## src/rtl/serv_lsu_pkg.sv

```systemverilog
// Shared definitions for the SERV load/store unit controller: FSM states and
// helpers that derive the beat count and counter width from the serial width.
package serv_lsu_pkg;

  typedef enum logic [2:0] {
    S_IDLE  = 3'd0,
    S_PREP  = 3'd1,
    S_BUS   = 3'd2,
    S_SHIFT = 3'd3,
    S_TRAP  = 3'd4
  } lsu_state_t;

  function automatic int lsu_beats(input int w);
    return 32 / w;
  endfunction

  function automatic int lsu_cnt_w(input int w);
    return $clog2(32 / w);
  endfunction

endpackage

```

## src/rtl/serv_lsu_cnt.sv

```systemverilog
// Beat counter for the serial shift phases; wraps naturally after 2**CW beats
// and reports its two MSBs as the byte index of the current beat.
module serv_lsu_cnt #(
  parameter int CW = 5
) (
  input  logic       i_clk,
  input  logic       i_rst_n,
  input  logic       i_en,
  input  logic       i_clr,
  output logic       o_wrap,
  output logic [1:0] o_msb
);

  logic [CW-1:0] cnt;

  always_ff @(posedge i_clk) begin
    if (!i_rst_n || i_clr) begin
      cnt <= '0;
    end else if (i_en) begin
      cnt <= cnt + CW'(1);
    end
  end

  assign o_wrap = &cnt;
  assign o_msb  = cnt[CW-1 -: 2];

endmodule

```

## src/rtl/serv_lsu_ctrl.sv

```systemverilog
// Load/store sequencer: accepts a request, optionally traps misaligned accesses,
// shifts store data out, runs one data-bus cycle and shifts load data in.
module serv_lsu_ctrl
  import serv_lsu_pkg::*;
#(
  parameter int WITH_CSR = 1,
  parameter int W        = 1
) (
  input  logic       i_clk,
  input  logic       i_rst_n,
  input  logic       i_req,
  input  logic       i_we,
  input  logic       i_word,
  input  logic       i_half,
  input  logic [1:0] i_lsb,
  output logic       o_ready,
  output logic       o_misalign,
  output logic       o_wb_cyc,
  output logic       o_wb_we,
  output logic [3:0] o_wb_sel,
  input  logic       i_wb_ack,
  output logic       o_shift_en,
  output logic [1:0] o_bytecnt,
  output logic       o_ld_capture,
  output logic       o_done
);

  localparam int CW = lsu_cnt_w(W);

  if (W != 1 && W != 4) begin : g_bad_w
    $error("serv_lsu_ctrl: W must be 1 or 4");
  end

  lsu_state_t state, state_nxt;
  logic       we_q, word_q, half_q;
  logic [1:0] lsb_q;
  logic       accept;
  logic       misaligned;
  logic       cnt_en, cnt_clr, cnt_wrap;
  logic [1:0] cnt_msb;

  assign misaligned = (i_lsb[0] & (i_word | i_half)) | (i_lsb[1] & i_word);

  always_ff @(posedge i_clk) begin
    if (!i_rst_n) begin
      state <= S_IDLE;
    end else begin
      state <= state_nxt;
    end
  end

  always_ff @(posedge i_clk) begin
    if (!i_rst_n) begin
      we_q   <= 1'b0;
      word_q <= 1'b0;
      half_q <= 1'b0;
      lsb_q  <= 2'b00;
    end else if (accept) begin
      we_q   <= i_we;
      word_q <= i_word;
      half_q <= i_half;
      lsb_q  <= i_lsb;
    end
  end

  // Only PREP and SHIFT advance the beat counter; any other state holds it at 0
  assign cnt_en  = (state == S_PREP) || (state == S_SHIFT);
  assign cnt_clr = !cnt_en;

  serv_lsu_cnt #(
    .CW(CW)
  ) u_cnt (
    .i_clk  (i_clk),
    .i_rst_n(i_rst_n),
    .i_en   (cnt_en),
    .i_clr  (cnt_clr),
    .o_wrap (cnt_wrap),
    .o_msb  (cnt_msb)
  );

  always_comb begin
    state_nxt    = state;
    accept       = 1'b0;
    o_misalign   = 1'b0;
    o_wb_cyc     = 1'b0;
    o_shift_en   = 1'b0;
    o_ld_capture = 1'b0;
    o_done       = 1'b0;
    case (state)
      S_IDLE: begin
        // Request is gated by reset so no acceptance pulse leaks out while held
        if (i_req && i_rst_n) begin
          if ((WITH_CSR != 0) && misaligned) begin
            state_nxt = S_TRAP;
          end else begin
            accept    = 1'b1;
            state_nxt = i_we ? S_PREP : S_BUS;
          end
        end
      end
      S_PREP: begin
        o_shift_en = 1'b1;
        if (cnt_wrap) state_nxt = S_BUS;
      end
      S_BUS: begin
        o_wb_cyc = 1'b1;
        if (i_wb_ack) begin
          if (we_q) begin
            o_done    = 1'b1;
            state_nxt = S_IDLE;
          end else begin
            o_ld_capture = 1'b1;
            state_nxt    = S_SHIFT;
          end
        end
      end
      S_SHIFT: begin
        o_shift_en = 1'b1;
        if (cnt_wrap) begin
          o_done    = 1'b1;
          state_nxt = S_IDLE;
        end
      end
      S_TRAP: begin
        o_misalign = 1'b1;
        o_done     = 1'b1;
        state_nxt  = S_IDLE;
      end
      default: state_nxt = S_IDLE;
    endcase
  end

  assign o_ready   = accept;
  assign o_wb_we   = o_wb_cyc & we_q;
  assign o_bytecnt = cnt_en ? cnt_msb : 2'b00;

  always_comb begin
    o_wb_sel = 4'b0000;
    if (o_wb_cyc) begin
      if (word_q) begin
        o_wb_sel = 4'b1111;
      end else if (half_q) begin
        o_wb_sel = lsb_q[1] ? 4'b1100 : 4'b0011;
      end else begin
        o_wb_sel = 4'b0001 << lsb_q;
      end
    end
  end

endmodule
```

## config.mk

```make
export PLATFORM = sky130hd
export DESIGN_NAME = serv_lsu_ctrl
export DESIGN_NICKNAME = d
export VERILOG_FILES = /design/src/rtl/serv_lsu_pkg.sv /design/src/rtl/serv_lsu_cnt.sv /design/src/rtl/serv_lsu_ctrl.sv
export SDC_FILE = /design/constraint.sdc
export NUM_CORES = 1
export LEC_CHECK = 0
export ABC_CLOCK_PERIOD_IN_PS = 2100
export CAP_MARGIN = 40
export CORE_ASPECT_RATIO = 1.25
export CORE_MARGIN = 10
export CORE_UTILIZATION = 45
export DETAILED_ROUTE_END_ITERATION = 10
export PLACE_DENSITY = 0.76
export SETUP_SLACK_MARGIN = 0.02
export SYNTH_ARGS = -nofsm -noshare
export SYNTH_HDL_FRONTEND = slang
export SYNTH_SLANG_ARGS = --single-unit
```

## constraint.sdc

```tcl
create_clock -name i_clk -period 2.1 [get_ports i_clk]
set_clock_uncertainty 0.2 [all_clocks]
set_input_delay 0.315 -clock i_clk [delete_from_list [all_inputs] [get_ports i_clk]]
set_output_delay 0.315 -clock i_clk [all_outputs]
set_load 0.01 [all_outputs]
```

==> results of run 1 <==
cell usage after synthesis, drive strengths merged:
library cell | instances | area (um^2)
and2b | 1 | 8.760
a21oi | 5 | 25.02
nand3b | 1 | 7.510
and3 | 5 | 31.28
and2 | 2 | 12.51
xor2 | 1 | 8.760
dfxtp | 13 | 260.3
o211ai | 1 | 7.510
ha | 2 | 25.02
a32oi | 1 | 8.760
inv | 6 | 22.52
xnor2 | 1 | 8.760
nor3b | 1 | 7.510
nand2b | 2 | 12.51
nor2 | 8 | 30.03
nand2 | 15 | 56.30
nor4b | 1 | 23.77
clkbuf | 1 | 3.750
a311oi | 1 | 8.760
nand3 | 1 | 5.000
a2111o | 1 | 11.26
a2bb2oi | 1 | 8.760
buf | 4 | 32.53
mux2i | 5 | 50.05
nor2b | 4 | 25.02
o32ai | 1 | 8.760
o21ai | 4 | 23.77
o21bai | 1 | 7.510
a22oi | 1 | 7.510
o31ai | 1 | 7.510
cell type report:
cell class	instances	area, um^2
clock buffer	4	26.28
fill	130	455.4
inverter	6	22.52
multi-input combinational	68	480.5
sequential	13	269.0
tap	18	22.52
timing repair buffer	34	305.3
through the flow:
stage	hold WS (ps)	setup WS (ps)	instances	util, %	setup TNS (ps)
5_1_grt	312.5	12.98	143	71.20	0
4_1_cts	298.6	12.29	143	68.43	0
3_5_place_dp	288.0	-200.6	137	65.51	-364.6
2_1_floorplan	217.6	387.5	92	-	0
6_report	295.1	72.31	143	71.20	0
3_3_place_gp	269.4	-128.9	137	65.51	-244.4
cells in the final DEF, fill, tap and decap left out, types with 2 or more instances in the layout:
cell type        count
dlygate4sd2_1        4
clkdlybuf4s50_1     10
nand2b_1             2
dfxtp_1              8
o21ai_0              3
nor2b_1              3
buf_4               13
dlymetal6s2s_1       5
inv_1                6
and3_1               4
nand2_1             14
nor2_1               7
a21oi_1              5
dfxtp_2              4
clkbuf_4             3
and2_1               2
mux2i_1              5
routing by layer:
metal / part of all wire, % / track usage [%] / vias up / wire (um)
li1: - / - / 381 / -
met1: 42 / 12.16 / 359 / 884
met2: 47 / 17.86 / 24 / 990
met3: 8.8 / 4.231 / 7 / 186
met4: 3.0 / 5.723 / 0 / 64
met5: 0 / 0 / - / 0
sequential cells by signal, indices dropped and copies added (netlist names):
signal and cells:
state 3, lsb_q 2, u_cnt.cnt 5, half_q 1, we_q 1, word_q 1
critical path, delay by kind of cell (launching register included):
| kind | cells | cell delay, ps |
|---|---|---|
| buffers and inverters | 2 | 660 |
| DFF | 1 | 400 |
| and+or+nand+nor | 1 | 170 |
worst min-delay path by stage:
stage                   endpoint  cells after the start    startpoint
finish                    half_q                      2        half_q
global route              word_q                      2        word_q
CTS                       word_q                      2        word_q
detailed placement        word_q                      2        word_q
global placement        lsb_q[1]                      2      lsb_q[1]
floorplan           u_cnt.cnt[0]                      1  u_cnt.cnt[0]
logic make-up (layout without fill, tap and decap cells):
kind of cell / Yosys count / in the layout
AND/OR/NAND/NOR: 41 / 41
AO/OA/AOI/OAI: 18 / 18
flip-flops: 13 / 13
buffers and inverters: 11 / 44
multiplexers: 5 / 5
adder cells (fa/ha/maj): 2 / 2
XOR/XNOR: 2 / 2
power breakdown:
group,switching (mW),total (mW),internal [mW]
Clock,0.0869,0.161,0.0738
Sequential,0.0552,0.341,0.286
Combinational,0.178,0.380,0.202
Total,0.320,0.882,0.561
what timing repair did:
item | in CTS | in global routing
setup endpoints to repair | 13 | 9
pin swaps | 2 | 2
buffers inserted | 2 | 0
hold buffers | 0 | 0
resized for setup | 17 | 15
==> results.md, run 1 <==
Synthesis:
- Summing the areas of all fa, ha and maj instances in the mapped netlist gives under 10% of the synthesized area.
- The xor/xnor share of the synthesized area is under 10%.
- Synthesis produced a netlist whose cell count is 92.
- The number of distinct standard cells referenced by the synthesized netlist is 32.
- The main combinational cell family by area after synthesis is simple AND/OR/NAND/NOR gates.
- The proportion of synthesized area in mux cells is under 10%.
- The synthesized netlist devotes ~17% of its cell area to compound gates.
- The post-synthesis cell area is about 760 um^2.
- The number of warnings reported in the yosys synthesis log is 0.
- Synthesis produced a netlist with a net count of between 100 and 150.
- The simple-gate portion of the synthesized area is between 20 and 30%.
- The flip-flop and latch count after synthesis is 13.
- After synthesis, the mean cell area works out to ~8 um^2.
- After synthesis, flip-flops and latches occupy approximately a third of the total area.

Placed design:
- The wire-length estimate of the detail-placed layout is between 1.5 and 2 mm.
- The last weighted congestion value of the routability-driven placer is 0.7832.
- The total cell area at the placement stage is a little over 1000 um^2.
- The count of input and output buffers is 21.

Global routing:
- Entering global routing, the biggest net connects 17 pins.
- The number of global-route vias before repair is 774.
- The first global-routing pass estimated between 3 and 4 mm of wire.
- The total congestion overflow after global routing is 0.
- In the global route stage, overall resource usage came out at 11.00%.
- The initial antenna violation count came to 0.

Drt:
- After detailed routing, the average wire length per cell comes to approximately 15 um.
- Using the TritonRoute via totals, the vias-per-cell ratio works out to 5.392.
- The number of violations reported at the end of detailed-routing iteration 0 is 24.
- The count of TritonRoute iterations in the first routing pass is 4.
- The total number of vias is just under 800.
- The post-detailed-routing wire length is 2.125 mm.
- For this run, design rule violations remaining after detail routing come to 0.
- The count of nets left with antenna violations once routing finished came out at 0.

Run status:
- The run finished with clean final reports.

Setup path:
- On the critical path, the stage with the largest delay is an instance of clkdlybuf4s50_1.
- STA classifies the critical path startpoint as a flop.
- The critical path's largest stage delay is 530 ps.
- Across all register-to-register paths, the minimum setup slack is between 300 and 400 ps.
- The last element of the critical path is o_shift_en.
- For the worst setup path, the data arrival time is around 1500 ps.
- The worst endpoint required time is ~1600 ps.
- The critical path is of the flop to output pin type.
- The launch instance of the worst register-to-register path is u_cnt.cnt[1].
- The endpoint identified for the worst register-to-register timing path is state[0].
- The maximum fanout along the worst path is 7.
- For the worst flop-to-flop path, the logic depth is 6.
- The critical path starts at state[0].
- The kind of end point of the critical path is an output pin.
- The critical path goes through nor2b_4 > buf_4 > clkdlybuf4s50_1.

Die:
- The initial core utilization is 47.86%.
- The chip height is ~66 um.
- The die is 56.69 um wide.
- For this design the top-level I/O count stands at 22.
- The die outline area is 3733 um^2.
- The total area inside the core boundary comes to 1582 um^2.
- The number of core rows is 16.

Layout:
- The post-route netlist has a little over a quarter of its cells at a drive strength greater than 1.
- After the last flow step, the layout net total stands at 137.
- The final design instance area without fill is around 1100 um^2.
- Compared with the post-synthesis result, the final layout area differs by 48.76%.
- The number of antenna diodes in the final layout is 0.

Pwr:
- The overall power is roughly 0.88 mW.
- In this run the static leakage power is between 0.5 and 0.6 nW.
- IR analysis of the VDD net gives a maximum drop of about 450 uV.
- The power density of the placed cells is around 800 nW/um^2.

Clocking:
- For the worst-skew pair, the clock arrives at the later sink with an insertion delay of about 280 ps.
- The clock transition time at the flip-flop clock pins of the worst setup and hold paths is roughly 80 ps.
- The number of buffers between clock root and the deepest sink is 2.
- The clock buffer count from CTS is 3.
- The CTS tree is built.
- The buffer type at the clock tree root is clkbuf_4.
- CTS saw 13 sinks.
- The total number of H-tree levels is 1.

Timing:
- The minimum clock period after layout is 2028 ps.
- The worst-case headroom to the max-slew limit is about four fifths.
- Timing would allow up to 0.4932 GHz.
- In the finished design, the share of the clock period the worst path needs comes to 96.56%.
- The final max-slew violation count is 0.
- The count of endpoints failing setup in the final report is 0.
- The slew of the pin with the lowest slew margin is approximately 320 ps.
- Setup repair after global routing left no endpoint under its margin.
- The hold violation count in the final report is 0.

Min path:
- The classification of the worst-slack hold path is flop to flop.

Flow run:
- Across the run, the number of max-cap violations was 0.
(Power assumes the default switching activity.)
==> run 2, diff against run 1 <==
CORE_ASPECT_RATIO = 0.9   (was 1.25)
==> results.md, run 2 (synthesis results as in run 1) <==
Layout:
- The antenna cell count is 0 (unchanged).
- The final design instance area without fill was 1104 um^2 (-2.0%).
- The library cell used most frequently in the layout, excluding fill and tap cells, is nand2_1.
- The number of nets at the end of the flow is 133 (-2.9%).
- More flip-flops sit in one register than any other, and that register is u_cnt.cnt.
- The area taken by multi-input logic gates came to 480.5 um^2 (unchanged).
- The share of final-layout standard cells stronger than drive strength 1 came to 23.97% (-3.2 points).
- The number of fillers in the final layout was 125 (-3.8%).
- The area taken by flip-flops and latches is 270.3 um^2 (+0.47%).
- In the layout the commonest cells are nand2_1 (14), dfxtp_1 (9), clkdlybuf4s50_1 (9), buf_4 (9), nor2_1 (7).
- The flip-flop count of the largest register, all copies and words added came to 5 (unchanged).
- The area growth from synthesis to layout is 45.79%.
- The largest registers in the layout are u_cnt.cnt: 5 flops, state: 3 flops, lsb_q: 2 flops.

Drt:
- The number of nets still failing antenna checks after routing is 0 (unchanged).
- The number of violations reported at the end of detailed-routing iteration 0 is 6 (-75%).
- The count of TritonRoute iterations in the first routing pass is 4 (unchanged).
- The DRC violations left came to 0 (unchanged).
- The wire length per cell after detailed routing was 13.60 um (-8.5%).
- The post-detailed-routing wire length is 1.945 mm (-8.5%).
- The number of vias per cell after detailed routing is 5.140 (-4.7%).
- The total number of vias came to 735 (-4.7%).

Global routing:
- The initial antenna violation count is 0 (unchanged).
- The total global-route track usage came to 10.00% (-1.0 points).
- The pin count of the biggest net entering global routing is 17 (unchanged).
- The total congestion overflow after global routing is 0 (unchanged).
- The number of global-route vias before repair is 714 (-7.8%).
- The wire length of the first global-routing pass is 3.091 mm (-8.6%).

Pwr:
- The power density of the placed cells is 757.3 nW/um^2 (-3.3%).
- The leakage power total was 0.5354 nW (-4.9%).
- The peak supply drop came to 510.0 uV (+13%).

Timing:
- The minimum clock period after layout was 2025 ps (-2.989 ps).
- Setup repair after global routing left no endpoint under its margin.
- The hold violation count in the final report is 0 (unchanged).
- The final max-slew violation count was 0 (unchanged).
- The minimum hold slack came to 294.9 ps (-0.1470 ps).
- The slew of the pin with the lowest slew margin is 321.8 ps (+2.376 ps).
- The setup TNS after final layout is 0 ps (unchanged).
- The post-route clock period utilization is 96.41% (-0.14 points).
- The count of endpoints failing setup in the final report is 0 (unchanged).
- The worst-case headroom to the max-slew limit came to 78.55% (-0.092 points).
- The achievable clock frequency is 0.4939 GHz (+0.15%).

Die:
- The area of the core region is 1513 um^2 (-4.4%).
- The die outline area is 3725 um^2 (-0.22%).
- The initial core utilization is 50.04% (+2.2 points).
- The chip height is 58.91 um (-11%).
- The number of I/O pins is 22 (unchanged).
- The number of core rows was 13 (-3).
- The width of the chip is 63.23 um (+12%).

Clocking:
- The hold buffer count at cts is 0 (unchanged).
- TritonCTS built the clock tree.
- The buffer type at the clock tree root is clkbuf_4.
- The clock buffer count from CTS came to 3 (unchanged).
- The number of clock sinks is 13 (unchanged).
- The number of buffers between clock root and the deepest sink came to 2 (unchanged).
- The insertion delay of the later-clocked pin in the worst-skew pair is 280 ps (about the same).
- The total number of H-tree levels is 1 (unchanged).
- The clock transition time at the flip-flop clock pins of the worst setup and hold paths is 80 ps (about the same).

Flow run:
- The number of max-cap violations is 0 (unchanged).

Setup path:
- The worst endpoint required time is 1580 ps (about the same).
- The maximum fanout along the worst path is 3 (-4).
- The kind of start point of the critical path is an input pin.
- The count of cells along the worst register-to-register path is 5 (-1).
- The start point of the critical path is i_req.
- In this run the critical register-to-register path is launched from u_cnt.cnt[0].
- The critical path start-end classification is input pin to output pin.
- The register-to-register setup slack is 500 ps (+110 ps).
- STA classifies the critical path endpoint as an output pin.
- The worst path arrival time is 1510 ps (about the same).
- The endpoint identified for the worst register-to-register timing path is state[1].
- The last element of the critical path is o_ready.

Placed design:
- The last weighted congestion value of the routability-driven placer is 0.7658 (-2.2%).
- The sum of net half-perimeters after detailed placement is 1.499 mm (-5.0%).
- The count of input and output buffers is 21 (unchanged).
- The total cell area at the placement stage is 1018 um^2 (-1.7%).

Run status:
- The flow ran to the end, and the final reports show no timing, DRC or antenna violations.

Min path:
- The classification of the worst-slack hold path is flop to flop.
-- run 2: changes by cell type in the layout (fill, tap and decap cells not counted), sizes merged --
cell,previous run,this run
clkdlybuf4s50,10,9
clkdlybuf4s15,0,1
dlygate4sd2,4,6
dlymetal6s2s,5,4
buf,14,10
clkbuf,5,3
clkinv,0,1
-- run 2: area by class of cell --
cell class                      instances  area share [%]
Tap cell                               22           2.494
Clock inverter                          1          0.4535
Timing Repair Buffer                   30           24.94
Inverter                                6           2.041
Multi-Input combinational cell         68           43.54
Sequential cell                        13           24.49
Clock buffer                            3           2.041
-- run 2: critical path, stage by stage --
cell and delay, ps:
clkdlybuf4s50_1 500, nor4b_4 230, nand2_1 100, nor2_1 110, clkdlybuf4s15_1 250
-- run 2: power by group --
part           switching, mW  total (mW)  internal [mW]
combinational          0.152       0.330          0.178
clock                 0.0839       0.155         0.0707
sequential            0.0655       0.352          0.286
total                  0.301       0.836          0.535
-- run 2: per-layer routing --
layer / vias to the layer above / routed length (um) / part of all wire [%] / global-route usage [%]
met2: 12 / 1002 / 52 / 18.09
met1: 348 / 842 / 43 / 11.10
met5: - / 0 / 0 / 0
li1: 373 / - / - / -
met3: 2 / 75 / 3.9 / 2.647
met4: 0 / 25 / 1.3 / 3.738
-- run 2: worst min path at each step --
| stage | from | to | slack, ps | depth (start not counted) |
|---|---|---|---|---|
| 5_1_grt | u_cnt.cnt[0] | u_cnt.cnt[0] | 330 | 2 |
| 3_3_place_gp | word_q | word_q | 280 | 2 |
| 2_1_floorplan | u_cnt.cnt[0] | u_cnt.cnt[0] | 220 | 1 |
| 3_5_place_dp | lsb_q[1] | lsb_q[1] | 280 | 2 |
| 4_1_cts | lsb_q[1] | lsb_q[1] | 290 | 2 |
| 6_report | word_q | word_q | 290 | 2 |
-- run 2: through the flow --
stage | power [mW] | instances | setup WS (ps) | utilization (%)
6_report | 0.8358 | 143 | 75.30 | 72.95
5_1_grt | 0.9009 | 143 | 22.97 | 72.95
3_3_place_gp | 0.6627 | 138 | -167.6 | 67.33
4_1_cts | 0.8358 | 143 | 32.10 | 70.06
3_5_place_dp | 0.6725 | 138 | -207.9 | 67.33
2_1_floorplan | 0.5436 | 92 | 387.5 | -
-- run 2: timing repair --
item,CTS,global route
pin swaps,2,0
gates resized for setup,21,11
buffers inserted,1,0
hold endpoints to repair,0,0
cloned,0,0
endpoints found under the setup margin,13,7
